### src/rtl/timestamp_fifo.sv
// timestamp_fifo: captures the upstream timer count on hardware events into a
// FIFO. Software reads the FIFO over an Avalon-MM slave with registered readdata.
// Optional build macro TSFIFO_EDGE_EN: capture on the rising edge of event_in
// instead of on every cycle that event_in is high.
`timescale 1ns/1ps
module timestamp_fifo #(
    parameter int DEPTH_LOG2 = 4,
    parameter int TS_WIDTH   = 32
) (
    input  logic                clk,
    input  logic                reset,
    input  logic [TS_WIDTH-1:0] timer_count,
    input  logic                event_in,
    input  logic [7:0]          address,
    input  logic                write,
    input  logic [31:0]         writedata,
    input  logic                read,
    output logic [31:0]         readdata,
    output logic                irq
);
    localparam int DEPTH = 1 << DEPTH_LOG2;
    localparam logic [DEPTH_LOG2:0]   LVL_ONE  = (DEPTH_LOG2+1)'(1);
    localparam logic [DEPTH_LOG2:0]   LVL_FULL = (DEPTH_LOG2+1)'(DEPTH);
    localparam logic [DEPTH_LOG2-1:0] PTR_ONE  = (DEPTH_LOG2)'(1);

    logic [TS_WIDTH-1:0]   mem_q [DEPTH];
    logic [DEPTH_LOG2-1:0] wr_ptr_q, wr_ptr_d, rd_ptr_q, rd_ptr_d;
    logic [DEPTH_LOG2:0]   level_q, level_d;
    logic                  enable_q, enable_d;
    logic [15:0]           drop_q, drop_d;
    logic [31:0]           rdata_q, rdata_d;
    logic                  irq_q;
    logic [15:0]           status_lo;
    logic                  empty, full, ctrl_wr, clear, cap_cond, capture, pop, push, drop;
    logic                  unused_wdata;

    // Only the two control bits of writedata carry meaning.
    assign unused_wdata = ^writedata[31:2];

`ifdef TSFIFO_EDGE_EN
    logic evt_q;
    // Delayed copy of event_in for rising-edge detection; resets high so an
    // event held through reset does not capture on release.
    always_ff @(posedge clk) begin
        if (reset) evt_q <= 1'b1;
        else       evt_q <= event_in;
    end
    assign cap_cond = event_in & ~evt_q;
`else
    assign cap_cond = event_in;
`endif

    // Capture/pop/clear decode, register read mux and next-state computation.
    always_comb begin
        empty    = (level_q == '0);
        full     = (level_q == LVL_FULL);
        ctrl_wr  = write && (address == 8'd2);
        clear    = ctrl_wr && writedata[1];
        capture  = enable_q && cap_cond;
        pop      = read && (address == 8'd0) && !empty;
        // A same-cycle pop frees the slot, so a capture into a full FIFO survives.
        push     = capture && (!full || pop);
        drop     = capture && full && !pop;

        status_lo                  = '0;
        status_lo[0]               = empty;
        status_lo[1]               = full;
        status_lo[2]               = enable_q;
        status_lo[8 +: DEPTH_LOG2+1] = level_q;

        rdata_d = rdata_q;
        if (read) begin
            case (address)
                8'd0:    rdata_d = empty ? 32'd0 : 32'(mem_q[rd_ptr_q]);
                8'd1:    rdata_d = {drop_q, status_lo};
                8'd2:    rdata_d = {31'd0, enable_q};
                default: rdata_d = 32'd0;
            endcase
        end

        wr_ptr_d = push ? wr_ptr_q + PTR_ONE : wr_ptr_q;
        rd_ptr_d = pop  ? rd_ptr_q + PTR_ONE : rd_ptr_q;
        level_d  = level_q;
        if (push && !pop)      level_d = level_q + LVL_ONE;
        else if (pop && !push) level_d = level_q - LVL_ONE;
        drop_d   = (drop && drop_q != 16'hFFFF) ? drop_q + 16'd1 : drop_q;
        enable_d = ctrl_wr ? writedata[0] : enable_q;

        // Clear overrides any capture or pop in the same cycle.
        if (clear) begin
            wr_ptr_d = '0;
            rd_ptr_d = '0;
            level_d  = '0;
            drop_d   = '0;
        end
    end

    // State registers; irq follows the registered state one cycle later.
    always_ff @(posedge clk) begin
        if (reset) begin
            wr_ptr_q <= '0;
            rd_ptr_q <= '0;
            level_q  <= '0;
            enable_q <= 1'b0;
            drop_q   <= '0;
            rdata_q  <= '0;
            irq_q    <= 1'b0;
        end else begin
            wr_ptr_q <= wr_ptr_d;
            rd_ptr_q <= rd_ptr_d;
            level_q  <= level_d;
            enable_q <= enable_d;
            drop_q   <= drop_d;
            rdata_q  <= rdata_d;
            irq_q    <= enable_q && !empty;
        end
    end

    // Sample storage; contents are meaningless outside the pointer window, so no reset.
    always_ff @(posedge clk) begin
        if (push && !clear && !reset) mem_q[wr_ptr_q] <= timer_count;
    end

    assign readdata = rdata_q;
    assign irq      = irq_q;
endmodule

### config.mk
export PLATFORM = sky130hd
export DESIGN_NAME = timestamp_fifo
export DESIGN_NICKNAME = d
export VERILOG_FILES = /design/src/rtl/timestamp_fifo.sv
export SDC_FILE = /design/constraint.sdc
export NUM_CORES = 1
export LEC_CHECK = 0
export CORE_MARGIN = 2
export CORE_UTILIZATION = 26
export CTS_BUF_LIST = sky130_fd_sc_hd__clkbuf_4 sky130_fd_sc_hd__clkbuf_8 sky130_fd_sc_hd__clkbuf_16
export CTS_CLUSTER_DIAMETER = 50
export DETAILED_ROUTE_END_ITERATION = 10
export PLACE_DENSITY = 0.47
export SYNTH_ARGS = -nofsm -noshare
export SYNTH_HDL_FRONTEND = slang
export SYNTH_SLANG_ARGS = --single-unit
### constraint.sdc
create_clock -name clk -period 7.4 [get_ports clk]
set_input_delay 1.48 -clock clk [delete_from_list [all_inputs] [get_ports clk]]
set_output_delay 1.48 -clock clk [all_outputs]
set_load 0.1 [all_outputs]
* Word-level counts from Yosys, hierarchy flattened
Memories as Yosys holds them, arrays and structs flattened. A register that Yosys moved wholly into a read port is not among the register bits.
Cells that the tools add are included.
** Cells by class
- $add $sub $neg :: 5
- Multipliers :: 0
- Divide/modulo/power cells :: 0
- Magnitude comparators :: 0
- Equal/unequal tests :: 4
- Shift operators :: 0
- Muxes and demuxes :: 8
- Bitwise logic cells :: 0
- Reductions and logical operators :: 25
** Operator list (count)
- $pmux W32 S3 :: 1
- $mux W32 :: 1
- $add A16 B1 Y16 const B :: 1
- $ne A16 B16 Y1 const B :: 1
- $logic_and A1 B1 Y1 :: 14
- $mux W5 :: 2
- $add A4 B1 Y4 const B :: 2
- $eq A8 B1 Y1 const B :: 1
- $eq A8 B2 Y1 const B :: 1
- $logic_not A8 Y1 :: 1
- $mux W4 :: 2
- $logic_not A1 Y1 :: 6
- $add A5 B1 Y5 const B :: 1
- $eq A5 B5 Y1 const B :: 1
- $logic_not A5 Y1 :: 1
- $sub A5 B1 Y5 const B :: 1
- $mux W1 :: 2
- $reduce_bool A2 Y1 :: 1
- $reduce_or A2 Y1 :: 1
- $logic_or A1 B1 Y1 :: 1
** Storage, ports and cells
- Bits in registers :: 63
- Latch bits :: 0
- RAM bits :: 512
- ROM bits :: 0
- Input bits :: 77
- Output and inout port bits :: 33
- Memories :: 1
** Memories
- mem_q :: depth 16, bits a word 32, rd ports 1, clocked after memory_dff 1, wr ports 1, RTL line 26 : logic [TS_WIDTH-1:0] mem_q [DEPTH];

* Logic depth before layout (Yosys ltp)
Gate-level depths: netlist of run 1.
- Depth in word-level cells :: 9
- Gate-level depth with buffers :: 13
- Depth with buffers taken out :: 12

* Least setup slack after synthesis of run 1
OpenSTA, ideal clock, no wires.
- Path kind :: input -> register
- Start :: in address[3]
- End :: mem mem_q[0][0], enable pin
- Library setup time :: 0.461 ns
- Data arrival time :: 5.245 ns
- Slack :: 1.694 ns
- Stages on the path :: 6
- Path buffers :: 1
- Path through :: or4_4 > or4_1 > buf_2 > a211oi_4 > nand2_1 > nor3_1
** Between the ends
- Longest elaborated chain between the ends :: 9
** Ends and longest elaborated chain
- from (decl) :: RTL line 14 : input logic [7:0] address,
- $logic_not A8 Y1 :: RTL line 60 : pop = read && (address == 8'd0) && !empty;
- $logic_and A1 B1 Y1 (2 in a row) :: RTL line 60
- $logic_or A1 B1 Y1 :: RTL line 62 : push = capture && (!full || pop);
- $logic_and A1 B1 Y1 :: RTL line 62
- $logic_and A1 B1 Y1 * (2 in a row) :: RTL line 121 : if (push && !clear && !reset) mem_q[wr_ptr_q] <= timer_count;
- $mux W1 * :: RTL line 121
- $mux W1 (implied by the code) * :: RTL line 121
- to (decl) :: RTL line 26
Mark *: on every way between the ends. The rest lies on a longest branch, timed or not.

* Final worst setup path of run 1
- Start :: in address[3]
- End :: mem mem_q[11][22], enable pin
Same word-level chain as after synthesis.

==> results of run 1 <==
[cells by family (layout without fill, tap and decap cells)]
| group | count (synthesis) | after routing | synth area share, % |
|---|---|---|---|
| buf+inv | 68 | 257 | 1.291 |
| xor+xnor | 16 | 16 | 0.6261 |
| flops | 579 | 579 | 74.68 |
| fa+ha+maj | 11 | 11 | 0.6484 |
| mux | 180 | 180 | 15.29 |
| other cells | 0 | 1 | 0 |
| compound gates | 120 | 120 | 3.416 |
| simple gates | 193 | 193 | 4.047 |
[power by group]
group | switching (mW) | total (mW) | internal (mW)
Clock | 1.41 | 3.61 | 2.21
Combinational | 0.0533 | 0.0780 | 0.0247
Sequential | 0.0000900 | 3.55 | 3.55
[stage by stage]
stage | utilization, % | worst slack [ns]
2_1_floorplan | - | 1.694
3_3_place_gp | 28.99 | 2.003
3_5_place_dp | 28.99 | 1.968
4_1_cts | 31.92 | 2.598
5_1_grt | 31.92 | 2.451
6_report | 31.92 | 2.625
[final cells by class]
| class | instances | area share [%] |
|---|---|---|
| Tap cell | 1144 | 5.258 |
| Sequential cell | 579 | 61.43 |
| Clock buffer | 90 | 7.400 |
| Timing Repair Buffer | 110 | 3.760 |
| Antenna cell | 1 | 0.009192 |
| Inverter | 9 | 0.1287 |
| Multi-Input combinational cell | 520 | 20.23 |
| Clock inverter | 48 | 1.783 |
[how the worst min path moves through the flow]
| stage | endpoint | slack [ns] | depth (start not counted) |
|---|---|---|---|
| finish | readdata[5] | 0.45 | 2 |
| global route | readdata[5] | 0.50 | 2 |
| CTS | readdata[5] | 0.46 | 2 |
| detailed placement | readdata[5] | 0.45 | 2 |
| global placement | readdata[6] | 0.44 | 2 |
| floorplan | drop_q[9] | 0.47 | 2 |
[routing by layer]
layer / share of wire (%) / GRT usage (%) / vias to the layer above / routed length (um)
met5: 0.039 / 0 / - / 22
met4: 1.8 / 3.800 / 4 / 1041
met3: 5.5 / 3.082 / 83 / 3100
met2: 47 / 20.12 / 257 / 26530
met1: 46 / 17.44 / 6032 / 25790
li1: - / - / 4999 / -
[cell usage in the layout, fill, tap and decap left out, drive strengths merged, types with 3 or more instances in the layout]
cell type      synthesis  final
nor4                  10     10
nor2                  49     49
nand3                 12     12
clkinv                 0     28
or4                    3      3
xor2                   4      4
o21ai                 34     34
mux2i                 37     37
nand2b                 8      8
a21o                   5      5
a22o                  22     22
mux4                 128    128
inv                    9     19
ha                    10     10
clkdlybuf4s50          0     79
nand2                 81     81
bufinv                 0      7
dfxtp                 67     67
a21oi                 44     44
xnor2                 12     12
mux2                  15     15
nor3                   9      9
clkbuf                32     90
a31o                   3      3
clkinvlp               0      3
and3                   4      4
nand4                  6      6
edfxtp               512    512
buf                   27     31
[state kept, by name, summed over array words and instances, names as in the netlist, named ones only]
signal	flops
level_q	5
wr_ptr_q	4
mem_q	512
rd_ptr_q	4
readdata	32
drop_q	16
enable_q	1
irq	1
[worst max-delay path: stages]
cell	delay [ns]
clkdlybuf4s50_1	0.42
or4_4	0.58
or4_1	0.68
a211oi_4	0.34
nand2_1	0.29
nor2_4	0.83
buf_4	0.41
==> summary.md, run 1 <==
| Metric | Value |
|---|---|
| Area of the core | `85280 sq um` |
| Setup TNS | `0 ns` |
| Largest net degree at the start of global routing | `60` |
| GP Congestion | `0.7391` |
| First-pass GRT wire length | `82460 um` |
| Largest area contributor in the netlist | `edfxtp_1` |
| Synth cell count leaders | `edfxtp_1 (512), mux4_2 (128), nand2_1 (81)` |
| Detailed Route WL | `56480 um` |
| Critical Path RT | `7.68 ns` |
| Post-layout min period | `4.775 ns` |
| DR WL/cell | `22.58 um` |
| Clock Skew | `0.01756 ns` |
| Peak supply drop | `0.1591 mV` |
| Total power | `7.244 mW` |
| Syn_area_per_cell | `19.18 sq um` |
| Initial Utilization | `26.25%` |
| Max-capacitance violation count | `0` |
| Die Span Y | `297.4 um` |
| Area after DPL | `24720 sq um` |
| Post-DP HPWL | `31470 um` |
| Fill cell count | `8253` |
| Multi-input gate area | `5507 sq um` |
| Number of synthesized flops with an enable pin | `512` |
| Syn Inst Count | `1167` |
| Clk_lat worst skew | `0.60 ns` |
| Yosys reg bits | `579` |
| Yosys cell types | `51` |
| Reg-to-Reg End | `level_q[4]` |
| DRT antenna net count | `0` |
| Design Area, Final | `27220 sq um` |
| Reg-to-reg slack, setup | `4.02 ns` |
| Hold Buf Count CTS | `0` |
| Run status | `complete, no violations` |
| Vias post-DR | `11380` |
| Top post-synthesis cells by area | `edfxtp_1 (69%), mux4_2 (13%), dfxtp_1 (6.0%), mux2i_1 (1.7%), nand2_1 (1.4%)` |
| Die area | `88450 sq um` |
| Crit path kind | `input port to register` |
| Vias/cell | `4.548` |
| Fraction of layout instances using a drive strength above 1 | `24.71%` |
| RSZ-0062 raised after global routing | `no` |
| Final worst-path cycle share | `64.52%` |
| Leak Pwr | `8.644 nW` |
| Yosys warns | `0` |
| Critical Path End | `mem_q[11][22]` |
| Power density cells | `266.1 nW/um^2` |
| Most frequent cell after synthesis | `edfxtp_1` |
| Post-CTS Setup Bufs | `0` |
| Min-delay src | `readdata[5]` |
| Main flop type after synthesis | `edfxtp_1` |
| Worst-path fanout max | `21` |
| Worst Tran Pin Value | `1.202 ns` |
| Post-CTS Resized | `0` |
| HP Class | `register to register` |
| Max_slew headroom | `19.24%` |
| Synth top area share | `68.69%` |
| # H-tree levels | `3` |
| Final Hold Viols | `0` |
| Io pins | `110` |
| Layout area overhead | `21.63%` |
| Register area share after synthesis | `74.68%` |
| Total iterations of the first detailed-routing run | `5` |
| NumNets Final | `1382` |
| Syn Nets | `1255` |
| CTS sink count | `579` |
| CP Launch Point | `address[3]` |
| CP Launch Type | `input port` |
| CTS Buffer Depth | `3` |
| Worst flop-to-flop path startpoint | `level_q[0]` |
| GRT overflow | `0` |
| CTS Buf Count | `74` |
| Initial antenna violation count | `2` |
| GR Util All Layers | `12.76%` |
| Crit path DAT | `5.05 ns` |
| Reg2reg path depth | `12` |
| Synth async-reset ratio | `0%` |
| Final setup viols | `0` |
| Fmax | `0.2094 GHz` |
| # rows | `107` |
| Syn Std Cell Area | `22380 sq um` |
| Finished Layout Cells | `2501` |
| Die Span X | `297.4 um` |
| DRT iter0 DRCs | `870` |
| I/O Buffers | `79` |
| CTS Root Cell | `clkbuf_16` |
| WHS | `0.4547 ns` |
| Vias in the first global route | `11840` |
| Placed cells | `2362` |
| Clock transition at path regs | `0.06 ns` |
| TritonCTS clock tree | `done` |
| DRC Markers | `0` |
| Max Slew Vio Count | `0` |
| Crit path capture type | `register` |
| Register area | `16720 sq um` |
(Power assumes the default switching activity.)
==> inputs of run 2 (changes only) <==
clock period = 4.94 ns   (was 7.4 ns; I/O delays follow)
==> run 2 against run 1 <==
- final cell count is 0.48% higher
- sequential share of layout area decreased by 0.47 points
- clock-buffer cell count shrank 1
- critical path type unchanged
- critical path depth up 6
- largest cell class unchanged
- register-to-register slack got worse by 2.4 ns
- die area stayed put
==> summary.md, run 2 (synthesized netlist as in run 1, its figures left out) <==
| Metric | Value |
|---|---|
| Run status | `complete, no violations` |
| Vias/cell | `4.497 (-1.1%)` |
| Final WS setup | `1.025 ns (-1.600 ns)` |
| GP Congestion | `0.7437 (+0.62%)` |
| DR WL/cell | `21.86 um (-3.2%)` |
| Die Span Y | `297.4 um (unchanged)` |
| Max_slew headroom | `26.55% (+7.3 points)` |
| Worst Tran Pin Value | `1.087 ns (-0.1149 ns)` |
| Worst flop-to-flop path startpoint | `level_q[0]` |
| Max incr delay on CP | `0.58 ns (-0.25 ns)` |
| Fraction of layout instances using a drive strength above 1 | `25.46% (+0.75 points)` |
| Final setup viols | `0 (unchanged)` |
| Crit path capture type | `register` |
| Pre-CTS setup slack | `0.4416 ns (-1.526 ns)` |
| Initial Utilization | `26.25% (unchanged)` |
| DRT antenna net count | `0 (unchanged)` |
| Crit path kind | `input port to register` |
| CTS Buffer Depth | `3 (unchanged)` |
| Final worst-path cycle share | `79.24%` |
| GR Util met3 | `3.024% (-0.058 points)` |
| NumNets Final | `1396 (+1.0%)` |
| Crit path DAT | `4.45 ns (-0.60 ns)` |
| Critical Path End | `level_q[4]` |
| Post-CTS Resized | `0 (unchanged)` |
| GR Util All Layers | `12.35% (-0.41 points)` |
| Die area | `88450 sq um (unchanged)` |
| Placed cells | `2377 (+0.64%)` |
| Busiest layer in global routing | `met2` |
| WHS Path Cells | `2 (unchanged)` |
| Fmax | `0.2555 GHz` |
| Power density cells | `391.9 nW/um^2 (+47%)` |
| HP Class | `register to register` |
| First-pass GRT wire length | `80500 um (-2.4%)` |
| Clock Skew | `0.01595 ns (-0.001611 ns)` |
| Reg2reg path depth | `12 (unchanged)` |
| Design Area, Final | `27430 sq um (+0.77%)` |
| Crit path depth | `13 (+6)` |
| Layout area overhead | `22.56%` |
| CTS sink count | `579 (unchanged)` |
| Most frequent cells in the layout | `edfxtp_1 (512), mux4_2 (128), nand2_1 (81), clkdlybuf4s50_1 (79), clkbuf_16 (74)` |
| Leak Pwr | `8.695 nW (+0.60%)` |
| Cells along the critical path | `clkdlybuf4s50_1 > or4_4 > or4_1 > a21o_1 > inv_1 > ha_1 > inv_1 > fa_1 > a21o_1 > a21oi_1 > xnor2_1 > or3_1 > a21oi_1` |
| TritonCTS clock tree | `done` |
| Max-capacitance violation count | `0 (unchanged)` |
| Total iterations of the first detailed-routing run | `5 (unchanged)` |
| Hold Buf Count CTS | `0 (unchanged)` |
| Io pins | `110 (unchanged)` |
| Most common cell after layout, fill and taps aside | `edfxtp_1` |
| Finished Layout Cells | `2513 (+0.48%)` |
| GRT overflow | `0 (unchanged)` |
| Total power | `10.75 mW (+48%)` |
| Reg-to-Reg End | `level_q[4]` |
| Biggest register | `mem_q` |
| CP bufs+invs | `3 (+1)` |
| Post-DP HPWL | `31980 um (+1.6%)` |
| CTS Root Cell | `clkbuf_16` |
| Clock transition at path regs | `0.05 ns (about the same)` |
| Vias in the first global route | `11800 (-0.35%)` |
| RSZ-0062 raised after global routing | `no` |
| Post-CTS Setup Bufs | `0 (unchanged)` |
| Number of flip-flops in the largest register | `512 (unchanged)` |
| Area of the core | `85280 sq um (unchanged)` |
| # H-tree levels | `3 (unchanged)` |
| Worst-path fanout max | `4 (-81%)` |
| CP max stage cell | `or4_4` |
| Setup TNS | `0 ns (unchanged)` |
| Post-layout min period | `3.915 ns` |
| CP Launch Point | `address[3]` |
| Die Span X | `297.4 um (unchanged)` |
| Met1 usage | `16.45% (-0.99 points)` |
| DRC Markers | `0 (unchanged)` |
| # rows | `107 (unchanged)` |
| Reg-to-reg slack, setup | `1.59 ns (-2.43 ns)` |
| Largest net degree at the start of global routing | `56 (-6.7%)` |
| Critical Path RT | `5.47 ns (-2.21 ns)` |
| Fill cell count | `8172 (-0.98%)` |
| Met2 usage | `20.08% (-0.039 points)` |
| CP Launch Type | `input port` |
| Peak supply drop | `0.2105 mV (+32%)` |
| CTS Buf Count | `73 (-1.4%)` |
| Multi-input gate area | `5527 sq um (+0.36%)` |
| DRT iter0 DRCs | `869 (-0.11%)` |
| Vias post-DR | `11300 (-0.64%)` |
| Initial antenna violation count | `6 (+4)` |
| Delay-heaviest family, CP | `simple AND/OR/NAND/NOR gates` |
| I/O Buffers | `79 (unchanged)` |
| Clk_lat worst skew | `0.61 ns (about the same)` |
| Final Hold Viols | `0 (unchanged)` |
| Detailed Route WL | `54920 um (-2.8%)` |
| Area after DPL | `24980 sq um (+1.0%)` |
| Register area | `16720 sq um (unchanged)` |
| Max Slew Vio Count | `0 (unchanged)` |
## run 2: cell count changes in the layout (fill, tap and decap cells not counted), sizes merged
cell / change
buf: +15
clkbuf: -1
bufinv: -1
diode: +1
clkinv: -4
clkinvlp: +1
inv: +1
## run 2: cell type report
cell class,instances,share of cell area (%)
antenna,2,0.01824
clock buffer,89,7.184
clock inverter,45,1.742
inverter,9,0.1277
multi-input combinational,520,20.15
sequential,579,60.97
tap,1144,5.218
timing repair buffer,125,4.597
## run 2: how the worst min path moves through the flow
stage                 startpoint      endpoint  slack [ns]
floorplan              drop_q[9]     drop_q[9]        0.47
global placement     readdata[4]   readdata[4]        0.45
detailed placement  readdata[13]  readdata[13]        0.45
CTS                  readdata[6]   readdata[6]        0.47
global route         readdata[6]   readdata[6]        0.49
finish               readdata[7]   readdata[7]        0.46
## run 2: worst reg2reg max path, cell delays in order, from the launching register on
cell and delay [ns]:
dfxtp_1 0.44, nor4_1 0.49, and2_1 0.50, a21o_1 0.27
inv_1 0.07, ha_1 0.22, inv_1 0.13, ha_1 0.28
a21o_1 0.19, a21oi_1 0.18, xnor2_1 0.09, or3_1 0.30
a21oi_1 0.14
## run 2: power breakdown
part	internal [mW]	switching [mW]	leakage [nW]	total, mW
clock network	3.21	2.10	1.21	5.31
registers	5.32	0.000135	5.14	5.32
logic	0.0371	0.0793	2.34	0.116
total	8.57	2.18	8.70	10.8
## run 2: metrics by stage
stage | utilization (%) | hold WS [ns]
2_1_floorplan | - | 0.4672
3_3_place_gp | 29.29 | 0.4459
3_5_place_dp | 29.29 | 0.4477
4_1_cts | 32.16 | 0.4662
5_1_grt | 32.16 | 0.4941
6_report | 32.17 | 0.4569
## run 2: routing by layer
metal  share of wire [%]  routed length [um]
met2                  48               26320
met3                 5.7                3131
met4                 1.6                 862
met1                  45               24570
met5               0.078                  43
==> inputs of run 3 (changes only) <==
PLACE_DENSITY = 0.48   (was 0.47)
clock period = 3.4 ns   (was 4.94 ns; I/O delays follow)
==> run 3 against run 2 <==
- die area unchanged
- routed wire length increased by 3.3%
- register-to-register slack got worse by 0.99 ns
- setup slack got worse by 0.90 ns
- clock-buffer cell count decreased by 6
- critical path type unchanged
- largest cell class unchanged
- highest routed layer unchanged
==> summary.md, run 3 (synthesized netlist as in run 1, its figures left out) <==
| Metric | Value |
|---|---|
| Post-layout min period | `3.278 ns` |
| Final Hold Viols | `0 (unchanged)` |
| Area after DPL | `25510 sq um (+2.1%)` |
| Vias in the first global route | `11990 (+1.6%)` |
| Crit path kind | `input port to register` |
| Comb power frac | `1.2% (about the same)` |
| Finished Layout Cells | `2535 (+0.88%)` |
| Final setup viols | `0 (unchanged)` |
| Initial Utilization | `26.25% (unchanged)` |
| Die Span X | `297.4 um (unchanged)` |
| TritonCTS clock tree | `done` |
| Worst Tran Pin Value | `0.9857 ns (-0.1017 ns)` |
| CTS Buf Count | `61 (-16%)` |
| Reg-to-reg slack, setup | `0.60 ns (-0.99 ns)` |
| I/O Buffers | `79 (unchanged)` |
| Die area | `88450 sq um (unchanged)` |
| Worst flop-to-flop path startpoint | `level_q[1]` |
| CTS Root Cell | `clkbuf_16` |
| Initial antenna violation count | `6 (unchanged)` |
| Peak supply drop | `0.4442 mV (+110%)` |
| Io pins | `110 (unchanged)` |
| DRT antenna net count | `0 (unchanged)` |
| Most frequent cells in the layout | `edfxtp_1 (512), mux4_2 (128), buf_4 (86), nand2_1 (81), dfxtp_1 (64)` |
| Switching Fraction | `19.67% (-0.65 points)` |
| Crit path capture type | `register` |
| Area of the core | `85280 sq um (unchanged)` |
| Sequential Power Share | `52.9% (+3.4 points)` |
| # H-tree levels | `2 (-1)` |
| Post-CTS Resized | `0 (unchanged)` |
| Detailed Route WL | `56720 um (+3.3%)` |
| Crit path DAT | `3.82 ns (-0.63 ns)` |
| Total power | `14.60 mW (+36%)` |
| First-pass GRT wire length | `82860 um (+2.9%)` |
| DR WL/cell | `22.37 um (+2.4%)` |
| Die Span Y | `297.4 um (unchanged)` |
| Clock power frac | `45.8% (-3.6 points)` |
| Clk_lat worst skew | `0.62 ns (about the same)` |
| GR Util All Layers | `12.71% (+0.36 points)` |
| Layout area overhead | `23.11%` |
| NumNets Final | `1425 (+2.1%)` |
| CP Launch Type | `input port` |
| Setup TNS | `0 ns (unchanged)` |
| Max_slew headroom | `34.08% (+7.5 points)` |
| Final core occ | `32.31% (+0.15 points)` |
| Critical Path End | `level_q[4]` |
| CTS sink count | `579 (unchanged)` |
| Clock transition at path regs | `0.06 ns (about the same)` |
| Reg2reg path depth | `10 (-2)` |
| Biggest register | `mem_q` |
| DRT iter0 DRCs | `856 (-1.5%)` |
| Critical Path RT | `3.94 ns (-1.53 ns)` |
| Design Area, Final | `27560 sq um (+0.45%)` |
| GP Congestion | `0.7339 (-1.3%)` |
| Max Slew Vio Count | `0 (unchanged)` |
| P_int | `11.73 mW (+37%)` |
| CP Launch Point | `address[3]` |
| Placed cells | `2418 (+1.7%)` |
| Most common cell after layout, fill and taps aside | `edfxtp_1` |
| Power density cells | `529.7 nW/um^2 (+35%)` |
| Run status | `complete, no violations` |
| Largest net degree at the start of global routing | `59 (+5.4%)` |
| Leak Pwr | `8.830 nW (+1.6%)` |
| Reg-to-Reg End | `level_q[4]` |
| GRT overflow | `0 (unchanged)` |
| Vias post-DR | `11420 (+1.0%)` |
| # rows | `107 (unchanged)` |
| Fraction of layout instances using a drive strength above 1 | `29.30% (+3.8 points)` |
| Max-capacitance violation count | `0 (unchanged)` |
| DRC Markers | `0 (unchanged)` |
| RSZ-0062 raised after global routing | `no` |
| CTS Buffer Depth | `3 (unchanged)` |
| Vias/cell | `4.503 (+0.13%)` |
| WHS | `0.4684 ns (+0.01152 ns)` |
| Clock Skew | `0.02471 ns (+0.008769 ns)` |
| Number of flip-flops in the largest register | `512 (unchanged)` |
| Sw power | `2.872 mW (+31%)` |
| Pre-CTS setup slack | `-0.4950 ns (-0.9366 ns)` |
| Worst-path fanout max | `3 (-1)` |
| Fmax | `0.3050 GHz` |
| HP Class | `register to register` |
| Final worst-path cycle share | `96.42%` |
| Post-DP HPWL | `34470 um (+7.8%)` |
| Total iterations of the first detailed-routing run | `4 (-1)` |
| Final WS setup | `0.1218 ns (-0.9037 ns)` |
## run 3: metal layers
metal / global-route usage (%) / wire length [um]
met1: 17.08 / 25740
met3: 2.578 / 2513
met4: 3.427 / 1146
met2: 20.92 / 27280
met5: 0 / 39
## run 3: layout make-up
type	count	area, sq um
diodes	2	5.005
fillers	8152	57720
well taps	1144	1431
clock inverters	32	327.8
multi-input cells	520	5539
flip-flops and latches	579	16720
inverters	9	35.03
clock buffers	83	1717
repair buffers	166	1777
## run 3: worst max-delay path: stages
cell	delay, ns
clkdlybuf4s50_1	0.42
or4_4	0.55
or4_4	0.52
a21o_1	0.19
inv_1	0.06
ha_2	0.18
inv_2	0.06
fa_2	0.33
a21o_1	0.17
a21oi_2	0.14
xnor2_1	0.09
or3_1	0.31
a21oi_1	0.13
## run 3: worst min path at each step
stage	cells after the start	start	to
detailed placement	2	readdata[3]	readdata[3]
CTS	2	readdata[6]	readdata[6]
finish	2	readdata[7]	readdata[7]
floorplan	2	drop_q[9]	drop_q[9]
global placement	2	readdata[4]	readdata[4]
global route	2	readdata[4]	readdata[4]
## run 3: power by group through the flow
| stage | Combinational, mW | Clock, mW | Sequential, mW |
|---|---|---|---|
| 5_1_grt | 0.199 | 7.15 | 7.72 |
| 3_5_place_dp | 0.184 | 0 | 7.88 |
| 3_3_place_gp | 0.175 | 0 | 7.88 |
| 2_1_floorplan | 0.0220 | 0 | 7.88 |
| 4_1_cts | 0.184 | 6.89 | 7.73 |
| 6_report | 0.181 | 6.69 | 7.73 |
## run 3: what timing repair did
item                                   in CTS  in global routing
hold buffers                                0                  0
setup endpoints to repair                   0                  1
buffers inserted                            0                  0
endpoints found under the hold margin       0                  0
